**config.mk**
```make
export PLATFORM = sky130hd
export DESIGN_NAME = s2_scheduler_flat
export DESIGN_NICKNAME = d
export VERILOG_FILES = /design/src/rtl/s2_scheduler_pkg.sv /design/src/rtl/s2_scheduler_if.sv /design/src/rtl/s2_lat_pipe.sv /design/src/rtl/s2_scheduler.sv /design/src/flat_wrapper.sv
export SDC_FILE = /design/constraint.sdc
export NUM_CORES = 1
export LEC_CHECK = 0
export BUFFER_PORTS_ARGS = -buffer_cell sky130_fd_sc_hd__buf_2
export CORE_MARGIN = 3
export CORE_UTILIZATION = 44
export CTS_CLUSTER_SIZE = 10
export DETAILED_ROUTE_END_ITERATION = 12
export HOLD_SLACK_MARGIN = 0.08
export PLACE_DENSITY = 0.75
export SKIP_LAST_GASP = 1
export SLEW_MARGIN = 20
export SYNTH_ARGS = -nofsm -noshare
export SYNTH_HDL_FRONTEND = slang
export SYNTH_HIERARCHICAL = 1
export SYNTH_SLANG_ARGS = --single-unit
```
**constraint.sdc**
```tcl
create_clock -name clk -period 4.5 [get_ports clk]
set_input_delay 0.9 -clock clk [delete_from_list [all_inputs] [get_ports clk]]
set_output_delay 0.9 -clock clk [all_outputs]
set_load 0.01 [all_outputs]
```
**src/rtl/s2_scheduler_pkg.sv**
```systemverilog
// Shared types and constants for the stage-2 convolution sequencer.
package s2_pkg;

  localparam int ROWS      = 8;
  localparam int COLS      = 8;
  localparam int CHANS     = 3;
  localparam int K         = 3;
  localparam int NFILT     = 4;
  localparam int OUT_DIM   = ROWS - K + 1;
  localparam int N_WORDS   = ROWS * COLS * CHANS;
  localparam int N_POS     = OUT_DIM * OUT_DIM;
  localparam int N_RESULTS = NFILT * N_POS;

  typedef enum logic [2:0] {
    ST_IDLE,
    ST_LOAD,
    ST_DRAIN,
    ST_CONV,
    ST_DONE
  } state_t;

  // One tensor-builder write as it travels through the read-latency pipe.
  typedef struct packed {
    logic       valid;
    logic [2:0] row;
    logic [2:0] col;
    logic [1:0] cha;
  } wr_coord_t;

  // Stage-1 BRAM layout: channel-major, then row, column fastest.
  function automatic logic [7:0] pack_addr(input logic [1:0] cha,
                                           input logic [2:0] row,
                                           input logic [2:0] col);
    return {cha, row, col};
  endfunction

endpackage

```
**src/rtl/s2_scheduler_if.sv**
```systemverilog
// Handshake and address bundle between the sequencer and its environment.
interface s2_scheduler_if;
  logic       start;
  logic       proc_stall;
  logic       busy;
  logic       done;
  logic       enable_read;
  logic [7:0] read_addr;
  logic       wr_valid;
  logic [2:0] row_addr;
  logic [2:0] col_addr;
  logic [1:0] cha_addr;
  logic       data_rdy;
  logic       proc_valid;
  logic [1:0] proc_dir;
  logic [5:0] proc_counter;
  logic [2:0] out_row;
  logic [2:0] out_col;

  // Environment side: issues start and back-pressure, observes the rest.
  modport master (
    output start, proc_stall,
    input  busy, done, enable_read, read_addr, wr_valid, row_addr, col_addr,
           cha_addr, data_rdy, proc_valid, proc_dir, proc_counter, out_row, out_col
  );

  // Sequencer side.
  modport slave (
    input  start, proc_stall,
    output busy, done, enable_read, read_addr, wr_valid, row_addr, col_addr,
           cha_addr, data_rdy, proc_valid, proc_dir, proc_counter, out_row, out_col
  );
endinterface

```
**src/rtl/s2_lat_pipe.sv**
```systemverilog
// Delay line that re-times read coordinates to match BRAM read latency.
module s2_lat_pipe
  import s2_pkg::*;
#(
  parameter int LAT = 1
) (
  input  logic      clk,
  input  logic      rst,
  input  wr_coord_t din,
  output wr_coord_t dout
);

  wr_coord_t stage_q [LAT];

  // Shift coordinates one stage per cycle; reset flushes all pending writes.
  always_ff @(posedge clk or negedge rst) begin
    if (!rst) begin
      for (int i = 0; i < LAT; i++) stage_q[i] <= '0;
    end else begin
      stage_q[0] <= din;
      for (int i = 1; i < LAT; i++) stage_q[i] <= stage_q[i-1];
    end
  end

  assign dout = stage_q[LAT-1];

endmodule

```
**src/rtl/s2_scheduler.sv**
```systemverilog
// Stage-2 sequencer: loads the 8x8x3 tensor from BRAM, then walks
// 4 filters over the 6x6 output grid, with stall back-pressure.
module s2_scheduler
  import s2_pkg::*;
#(
  parameter int BRAM_LAT = 1  // 1 or 2
) (
  input logic          clk,
  input logic          rst,
  s2_scheduler_if.slave bus
);

  state_t     state_q,    state_d;
  logic [2:0] ld_row_q,   ld_row_d;
  logic [2:0] ld_col_q,   ld_col_d;
  logic [1:0] ld_cha_q,   ld_cha_d;
  logic [1:0] drain_q,    drain_d;
  logic [5:0] pos_q,      pos_d;
  logic [2:0] orow_q,     orow_d;
  logic [2:0] ocol_q,     ocol_d;
  logic [1:0] dir_q,      dir_d;
  logic       data_rdy_q, data_rdy_d;

  logic      enable_read;
  logic      proc_valid;
  logic      done;
  wr_coord_t rd_coord;
  wr_coord_t wr_coord;

  logic load_last;
  assign load_last = (ld_cha_q == 2'(CHANS - 1)) && (ld_row_q == 3'(ROWS - 1)) &&
                     (ld_col_q == 3'(COLS - 1));

  // State and counter registers.
  always_ff @(posedge clk or negedge rst) begin
    if (!rst) begin
      state_q    <= ST_IDLE;
      ld_row_q   <= '0;
      ld_col_q   <= '0;
      ld_cha_q   <= '0;
      drain_q    <= '0;
      pos_q      <= '0;
      orow_q     <= '0;
      ocol_q     <= '0;
      dir_q      <= '0;
      data_rdy_q <= 1'b0;
    end else begin
      state_q    <= state_d;
      ld_row_q   <= ld_row_d;
      ld_col_q   <= ld_col_d;
      ld_cha_q   <= ld_cha_d;
      drain_q    <= drain_d;
      pos_q      <= pos_d;
      orow_q     <= orow_d;
      ocol_q     <= ocol_d;
      dir_q      <= dir_d;
      data_rdy_q <= data_rdy_d;
    end
  end

  // Next-state, counter stepping and strobes; counters return to 0 when a phase ends.
  always_comb begin
    state_d     = state_q;
    ld_row_d    = ld_row_q;
    ld_col_d    = ld_col_q;
    ld_cha_d    = ld_cha_q;
    drain_d     = drain_q;
    pos_d       = pos_q;
    orow_d      = orow_q;
    ocol_d      = ocol_q;
    dir_d       = dir_q;
    data_rdy_d  = data_rdy_q;
    enable_read = 1'b0;
    proc_valid  = 1'b0;
    done        = 1'b0;

    case (state_q)
      ST_IDLE: begin
        if (bus.start) begin
          state_d    = ST_LOAD;
          data_rdy_d = 1'b0;
        end
      end

      ST_LOAD: begin
        enable_read = 1'b1;
        if (load_last) begin
          state_d  = ST_DRAIN;
          ld_col_d = '0;
          ld_row_d = '0;
          ld_cha_d = '0;
        end else if (ld_col_q == 3'(COLS - 1)) begin
          ld_col_d = '0;
          if (ld_row_q == 3'(ROWS - 1)) begin
            ld_row_d = '0;
            ld_cha_d = ld_cha_q + 2'd1;
          end else begin
            ld_row_d = ld_row_q + 3'd1;
          end
        end else begin
          ld_col_d = ld_col_q + 3'd1;
        end
      end

      // Wait out the read latency so the last write lands before compute starts.
      ST_DRAIN: begin
        if (drain_q == 2'(BRAM_LAT - 1)) begin
          state_d    = ST_CONV;
          drain_d    = '0;
          data_rdy_d = 1'b1;
        end else begin
          drain_d = drain_q + 2'd1;
        end
      end

      ST_CONV: begin
        if (!bus.proc_stall) begin
          proc_valid = 1'b1;
          if (pos_q == 6'(N_POS - 1)) begin
            pos_d  = '0;
            orow_d = '0;
            ocol_d = '0;
            if (dir_q == 2'(NFILT - 1)) begin
              dir_d   = '0;
              state_d = ST_DONE;
            end else begin
              dir_d = dir_q + 2'd1;
            end
          end else begin
            pos_d = pos_q + 6'd1;
            // Row/column tracked by carry instead of dividing the position index.
            if (ocol_q == 3'(OUT_DIM - 1)) begin
              ocol_d = '0;
              orow_d = orow_q + 3'd1;
            end else begin
              ocol_d = ocol_q + 3'd1;
            end
          end
        end
      end

      ST_DONE: begin
        done    = 1'b1;
        state_d = ST_IDLE;
      end

      default: state_d = ST_IDLE;
    endcase
  end

  assign rd_coord = '{valid: enable_read, row: ld_row_q, col: ld_col_q, cha: ld_cha_q};

  s2_lat_pipe #(.LAT(BRAM_LAT)) u_lat_pipe (
    .clk  (clk),
    .rst  (rst),
    .din  (rd_coord),
    .dout (wr_coord)
  );

  assign bus.busy         = (state_q != ST_IDLE);
  assign bus.done         = done;
  assign bus.enable_read  = enable_read;
  assign bus.read_addr    = pack_addr(ld_cha_q, ld_row_q, ld_col_q);
  assign bus.wr_valid     = wr_coord.valid;
  assign bus.row_addr     = wr_coord.row;
  assign bus.col_addr     = wr_coord.col;
  assign bus.cha_addr     = wr_coord.cha;
  assign bus.data_rdy     = data_rdy_q;
  assign bus.proc_valid   = proc_valid;
  assign bus.proc_dir     = dir_q;
  assign bus.proc_counter = pos_q;
  assign bus.out_row      = orow_q;
  assign bus.out_col      = ocol_q;

endmodule

```
**src/flat_wrapper.sv**
```systemverilog
// flat-port wrapper written by rule: the top's interface ports become plain ports
module s2_scheduler_flat import s2_pkg::*;
#(
  parameter int BRAM_LAT = 1           
)
  (clk, rst, bus_start, bus_proc_stall, bus_busy, bus_done, bus_enable_read, bus_read_addr, bus_wr_valid, bus_row_addr, bus_col_addr, bus_cha_addr, bus_data_rdy, bus_proc_valid, bus_proc_dir, bus_proc_counter, bus_out_row, bus_out_col);
  s2_scheduler_if bus_i ();
  input logic clk;
  input logic rst;
  input wire logic [$bits(bus_i.start)-1:0] bus_start;
  input wire logic [$bits(bus_i.proc_stall)-1:0] bus_proc_stall;
  output wire logic [$bits(bus_i.busy)-1:0] bus_busy;
  output wire logic [$bits(bus_i.done)-1:0] bus_done;
  output wire logic [$bits(bus_i.enable_read)-1:0] bus_enable_read;
  output wire logic [$bits(bus_i.read_addr)-1:0] bus_read_addr;
  output wire logic [$bits(bus_i.wr_valid)-1:0] bus_wr_valid;
  output wire logic [$bits(bus_i.row_addr)-1:0] bus_row_addr;
  output wire logic [$bits(bus_i.col_addr)-1:0] bus_col_addr;
  output wire logic [$bits(bus_i.cha_addr)-1:0] bus_cha_addr;
  output wire logic [$bits(bus_i.data_rdy)-1:0] bus_data_rdy;
  output wire logic [$bits(bus_i.proc_valid)-1:0] bus_proc_valid;
  output wire logic [$bits(bus_i.proc_dir)-1:0] bus_proc_dir;
  output wire logic [$bits(bus_i.proc_counter)-1:0] bus_proc_counter;
  output wire logic [$bits(bus_i.out_row)-1:0] bus_out_row;
  output wire logic [$bits(bus_i.out_col)-1:0] bus_out_col;
  assign bus_i.start = bus_start;
  assign bus_i.proc_stall = bus_proc_stall;
  assign bus_busy = bus_i.busy;
  assign bus_done = bus_i.done;
  assign bus_enable_read = bus_i.enable_read;
  assign bus_read_addr = bus_i.read_addr;
  assign bus_wr_valid = bus_i.wr_valid;
  assign bus_row_addr = bus_i.row_addr;
  assign bus_col_addr = bus_i.col_addr;
  assign bus_cha_addr = bus_i.cha_addr;
  assign bus_data_rdy = bus_i.data_rdy;
  assign bus_proc_valid = bus_i.proc_valid;
  assign bus_proc_dir = bus_i.proc_dir;
  assign bus_proc_counter = bus_i.proc_counter;
  assign bus_out_row = bus_i.out_row;
  assign bus_out_col = bus_i.out_col;
  s2_scheduler #(.BRAM_LAT(BRAM_LAT)) u_core (.clk(clk), .rst(rst), .bus(bus_i));
endmodule
```
# Word-level counts from Yosys, hierarchy flattened
# Cells that the tools add are included.
# classes
add_sub_neg	8
n_eq_ne	16
muxes	29
bitwise	1
reduce_logical	16
# ops
op	count
2-to-1 mux 3 bit	15
adder 3 x 1 -> 3 bit, second input constant	4
== test 3 bit, second input constant	4
one-hot mux 3 bit (4 select lines)	1
AND reduction 3 bit	4
2-to-1 mux 2 bit	5
!= test 2 x 1 -> 1 bit, second input constant	4
nonzero test 2 bit	4
adder 2 x 1 -> 2 bit, second input constant	3
adder 6 x 1 -> 6 bit, second input constant	1
== test 3 x 2 -> 1 bit, second input constant	2
== test 6 bit, second input constant	1
2-to-1 mux 1 bit	6
2-to-1 mux 6 bit	1
AND reduction 6 bit	1
== test 2 bit, second input constant	2
!= test 2 bit, second input constant	2
AND reduction 2 bit	2
== test 3 x 1 -> 1 bit, second input constant	1
zero test 3 bit	1
nonzero test 3 bit	1
logical AND 1 bit	2
zero test 2 bit	1
one-hot mux 1 bit (2 select lines)	1
inverter 1 bit	1
# totals
regBits	37
in_bits	4
output_inout_bits	36
elab_cells	84

# Logic depth before layout (Yosys ltp)
# logic_depth
word_depth	5
depth_mapped	8

# Hierarchy
# The synthesis kept the hierarchy.
# modules_own_cells
mod	instances	cells_each	area_per_inst_um2
s2_scheduler	1	129	1467.7
s2_lat_pipe	1	9	225.2

# Worst setup path before layout
# OpenSTA, ideal clock, no wires.
# synth_path
path_kind	input port to output port
from	input bus_proc_stall
to	output bus_proc_valid
t_arrival_ns	1.416
t_required_ns	3.600
setup_slack_ns	2.184
cell_stages	4
cell_sequence	or2_1 -> buf_6 -> inv_6 -> buf_12
# synth_between
elab_chain_len	2
# synth_lines
item	line_no	rtl
from (decl)	flat_wrapper.sv:11	input wire logic [$bits(bus_i.proc_stall)-1:0] bus_proc_stall;
2-to-1 mux 1 bit	s2_scheduler.sv:117	if (!bus.proc_stall) begin
2-to-1 mux 1 bit	s2_scheduler.sv:77	case (state_q)
to (decl)	flat_wrapper.sv:21	output wire logic [$bits(bus_i.proc_valid)-1:0] bus_proc_valid;
# No other way between the ends.

# Worst setup path after layout
# Ends and elaborated chain as after synthesis.

==> metrics.md <==
| Metric | Value |
|---|---|
| Fmax | 387 MHz |
| Initial Util | 48.1% |
| Die area | 4630 um^2 |
| CTS sink cnt | 37 |
| Iter 0 DRT Violations | 54 |
| CTS Buffer Depth | 2 |
| Setup crit start kind | input port |
| Period Utilization, post-route | around 57% |
| Synthesis-to-layout area growth | 17.6% |
| Max-cap violations | 0 |
| Total track usage | 15.0% |
| Fin. Hold Viols | 0 |
| Slowest-stage cell, CP | or2_1 |
| CTS buffer count | 5 |
| Post-route cell area | 1990 um^2 |
| DP HPWL | 2270 um |
| Unrepaired setup endpoints after global routing | no |
| DR WL/cell | 13.5 um |
| Netlist cell types | 42 |
| Worst-Skew Late Latency | 280 ps |
| Syn_nets | around 150 |
| Mean Syn Cell Area | 12.3 um^2 |
| Slew margin rel. | 47.3% |
| Yosys warns | 6 |
| Worst EP arrival | ~1700 ps |
| Synth cell count leaders | dfrtp_1 (37), nand2_1 (15), ha_1 (10), nor2_1 (7), mux2_2 (5) |
| Final Total Pwr | 857 uW |
| Via count | approximately 1.2k |
| Async SR Flop Fraction | 100% |
| Fin nets | about 190 |
| Pleak | 1.11 nW |
| Share of cells above drive strength 1 | 37.2% |
| 1st-pass router iterations | 4 |
| Total congestion overflow | 0 |
| Final setup fails | 0 |
| # H-tree levels | 2 |
| Core Rows | 21 |
| GPL Wtd Cong | ~0.8 |
| Initial antenna violation count | 0 |
| Clock Tree Root | clkbuf_8 |
| Die width | 68.0 um |
| I/O Buffers | 39 |
| Sum Neg Setup Slack | 0 ps |
| CP Class | in -> out |
| Flops & latches, synth | 37 |
| Most used cell, CP | buf_2 |
| Status | finished, final reports clean |
| Post-CTS resize count | 0 |
| Post-synth EDFFs | 0 |
| Tmin final | roughly 2600 ps |
| Core area | 3520 um^2 |
| Worst slew pin tran | 790 ps |
| Final-report max-slew violation count | 0 |
| Cts hold-fix bufs | 0 |
| CP cell instances | buf_2 > or2_1 > inv_6 > buf_2 |
| Crit-path max cell delay | ~380 ps |
| Filler cells | 325 |
| Hold WC Path Type | reg -> reg |
| Instance area after placement | 1900 um^2 |
| IO Pins | 40 |
| Dominant cell type by area after synthesis | dfrtp_1 |
| Crit. End Element | output port |
| Die Height | 68.0 um |
| First-pass GRT wire length | 5120 um |
| Synth area leaders | dfrtp_1 (55%), ha_1 (7.4%), mux2_2 (3.3%) |
| Crit-path leading delay family | buffers and inverters |
| CP Data Required Time | 3600 ps |
| Register area share after synthesis | 54.7% |
| Pwr Density | 430 nW/um^2 |
| Clk slew on worst S/H paths | 70 ps |
| Dominant synthesized flop cell | dfrtp_1 |
| Antenna diode count | 0 |
| Largest net degree at the start of global routing | 38 |
| Max IR drop VDD | approximately 160 uV |
| Clock Skew | 6.25 ps |
| Vias per Instance | approximately 5.2 |
| Mapped cell area | 1690 um^2 |
| Antenna Violating Nets Remaining | 0 |
| Vias in the first global route | between 1k and 1.5k |
| CP Max Fanout | 11 |
| Routed Wire Length | 3040 um |
| Worst hold margin | 433 ps |
| Post-synth top area share | 54.7% |
| TritonCTS clock tree | done |
| Setup Buffers After CTS | 0 |
| Synth Instances | 138 |
| DRC Markers | 0 |
| Most frequent cell after synthesis | dfrtp_1 |
| CP bufs+invs | 3 |
final cells by class:
type / instances / area, um^2 / share of cell area, %
Inverter: 6 / 32.5 / 1.63
Multi-Input combinational cell: 91 / 693 / 34.8
Sequential cell: 37 / 926 / 46.5
Tap cell: 46 / 57.6 / 2.89
Clock buffer: 7 / 86.3 / 4.34
Timing Repair Buffer: 39 / 195 / 9.81
power by group:
part	switching, mW	leakage [nW]	internal, mW	total [mW]
combinational	0.0890	0.577	0.0984	0.187
clock	0.107	0.0443	0.121	0.229
sequential	0.0595	0.488	0.381	0.441
total	0.256	1.11	0.601	0.857
kinds of logic (layout without fill, tap and decap cells):
logic type	Yosys count	in the layout	share of synthesized area, %
xor gates and xnor gates	2	2	1.03
muxes	8	8	5.99
adders and majority gates	10	10	7.39
and+or+nand+nor	48	48	16.6
DFF	37	37	54.7
buffers and inverters	10	52	4.36
AOI/OAI and AO/OA	23	23	9.98
stage by stage:
stage	utilization, %	worst slack, ps	cells
floorplan	-	2180	138
global placement	54.1	1940	219
detailed placement	54.1	1920	219
CTS	56.5	1920	226
global route	56.5	1850	226
finish	56.5	1910	226
sequential cells by signal (all words and copies together) (netlist names):
signal	cells
u_core/bus.data_rdy	1
u_core/bus.out_col	3
u_core/u_lat_pipe/dout	9
u_core/bus.out_row	3
u_core/drain_q	2
u_core/bus.proc_dir	2
u_core/ld_cha_q	2
u_core/ld_col_q	3
u_core/ld_row_q	3
u_core/bus.proc_counter	6
u_core/state_q	3
placed cells by master, fill, tap and decap left out, types with 4 or more instances in the layout:
master,n
nand2_1,15
ha_1,10
mux2_2,5
nor2_1,7
nor3_1,4
inv_1,4
clkbuf_8,6
buf_2,39
dfrtp_1,37
a21oi_1,4
path summary, 6_finish.rpt:
path / start / to / slack [ps] / depth (start not counted)
worst max register to register: u_core/state_q[2] / u_core/bus.proc_dir[1] / 2740 / 4
worst min-delay path: u_core/ld_row_q[2] / u_core/u_lat_pipe/dout[7] / 430 / 0
worst max-delay path: bus_proc_stall / bus_proc_valid / 1910 / 4
max in group asynchronous: rst / u_core/drain_q[1] / 3300 / 1
min in group asynchronous: rst / u_core/bus.proc_counter[4] / 690 / 1
worst min register to register: u_core/ld_row_q[2] / u_core/u_lat_pipe/dout[7] / 430 / 0
layer usage:
| layer | global-route usage, % | share of wire, % | vias up |
|---|---|---|---|
| met2 | 25.2 | 49 | 31 |
| met5 | 0 | 0 | - |
| li1 | - | - | 569 |
| met4 | 6.70 | 2.0 | 0 |
| met1 | 17.5 | 44 | 563 |
| met3 | 4.93 | 5.9 | 6 |
Power figures use the tool's default switching activity.
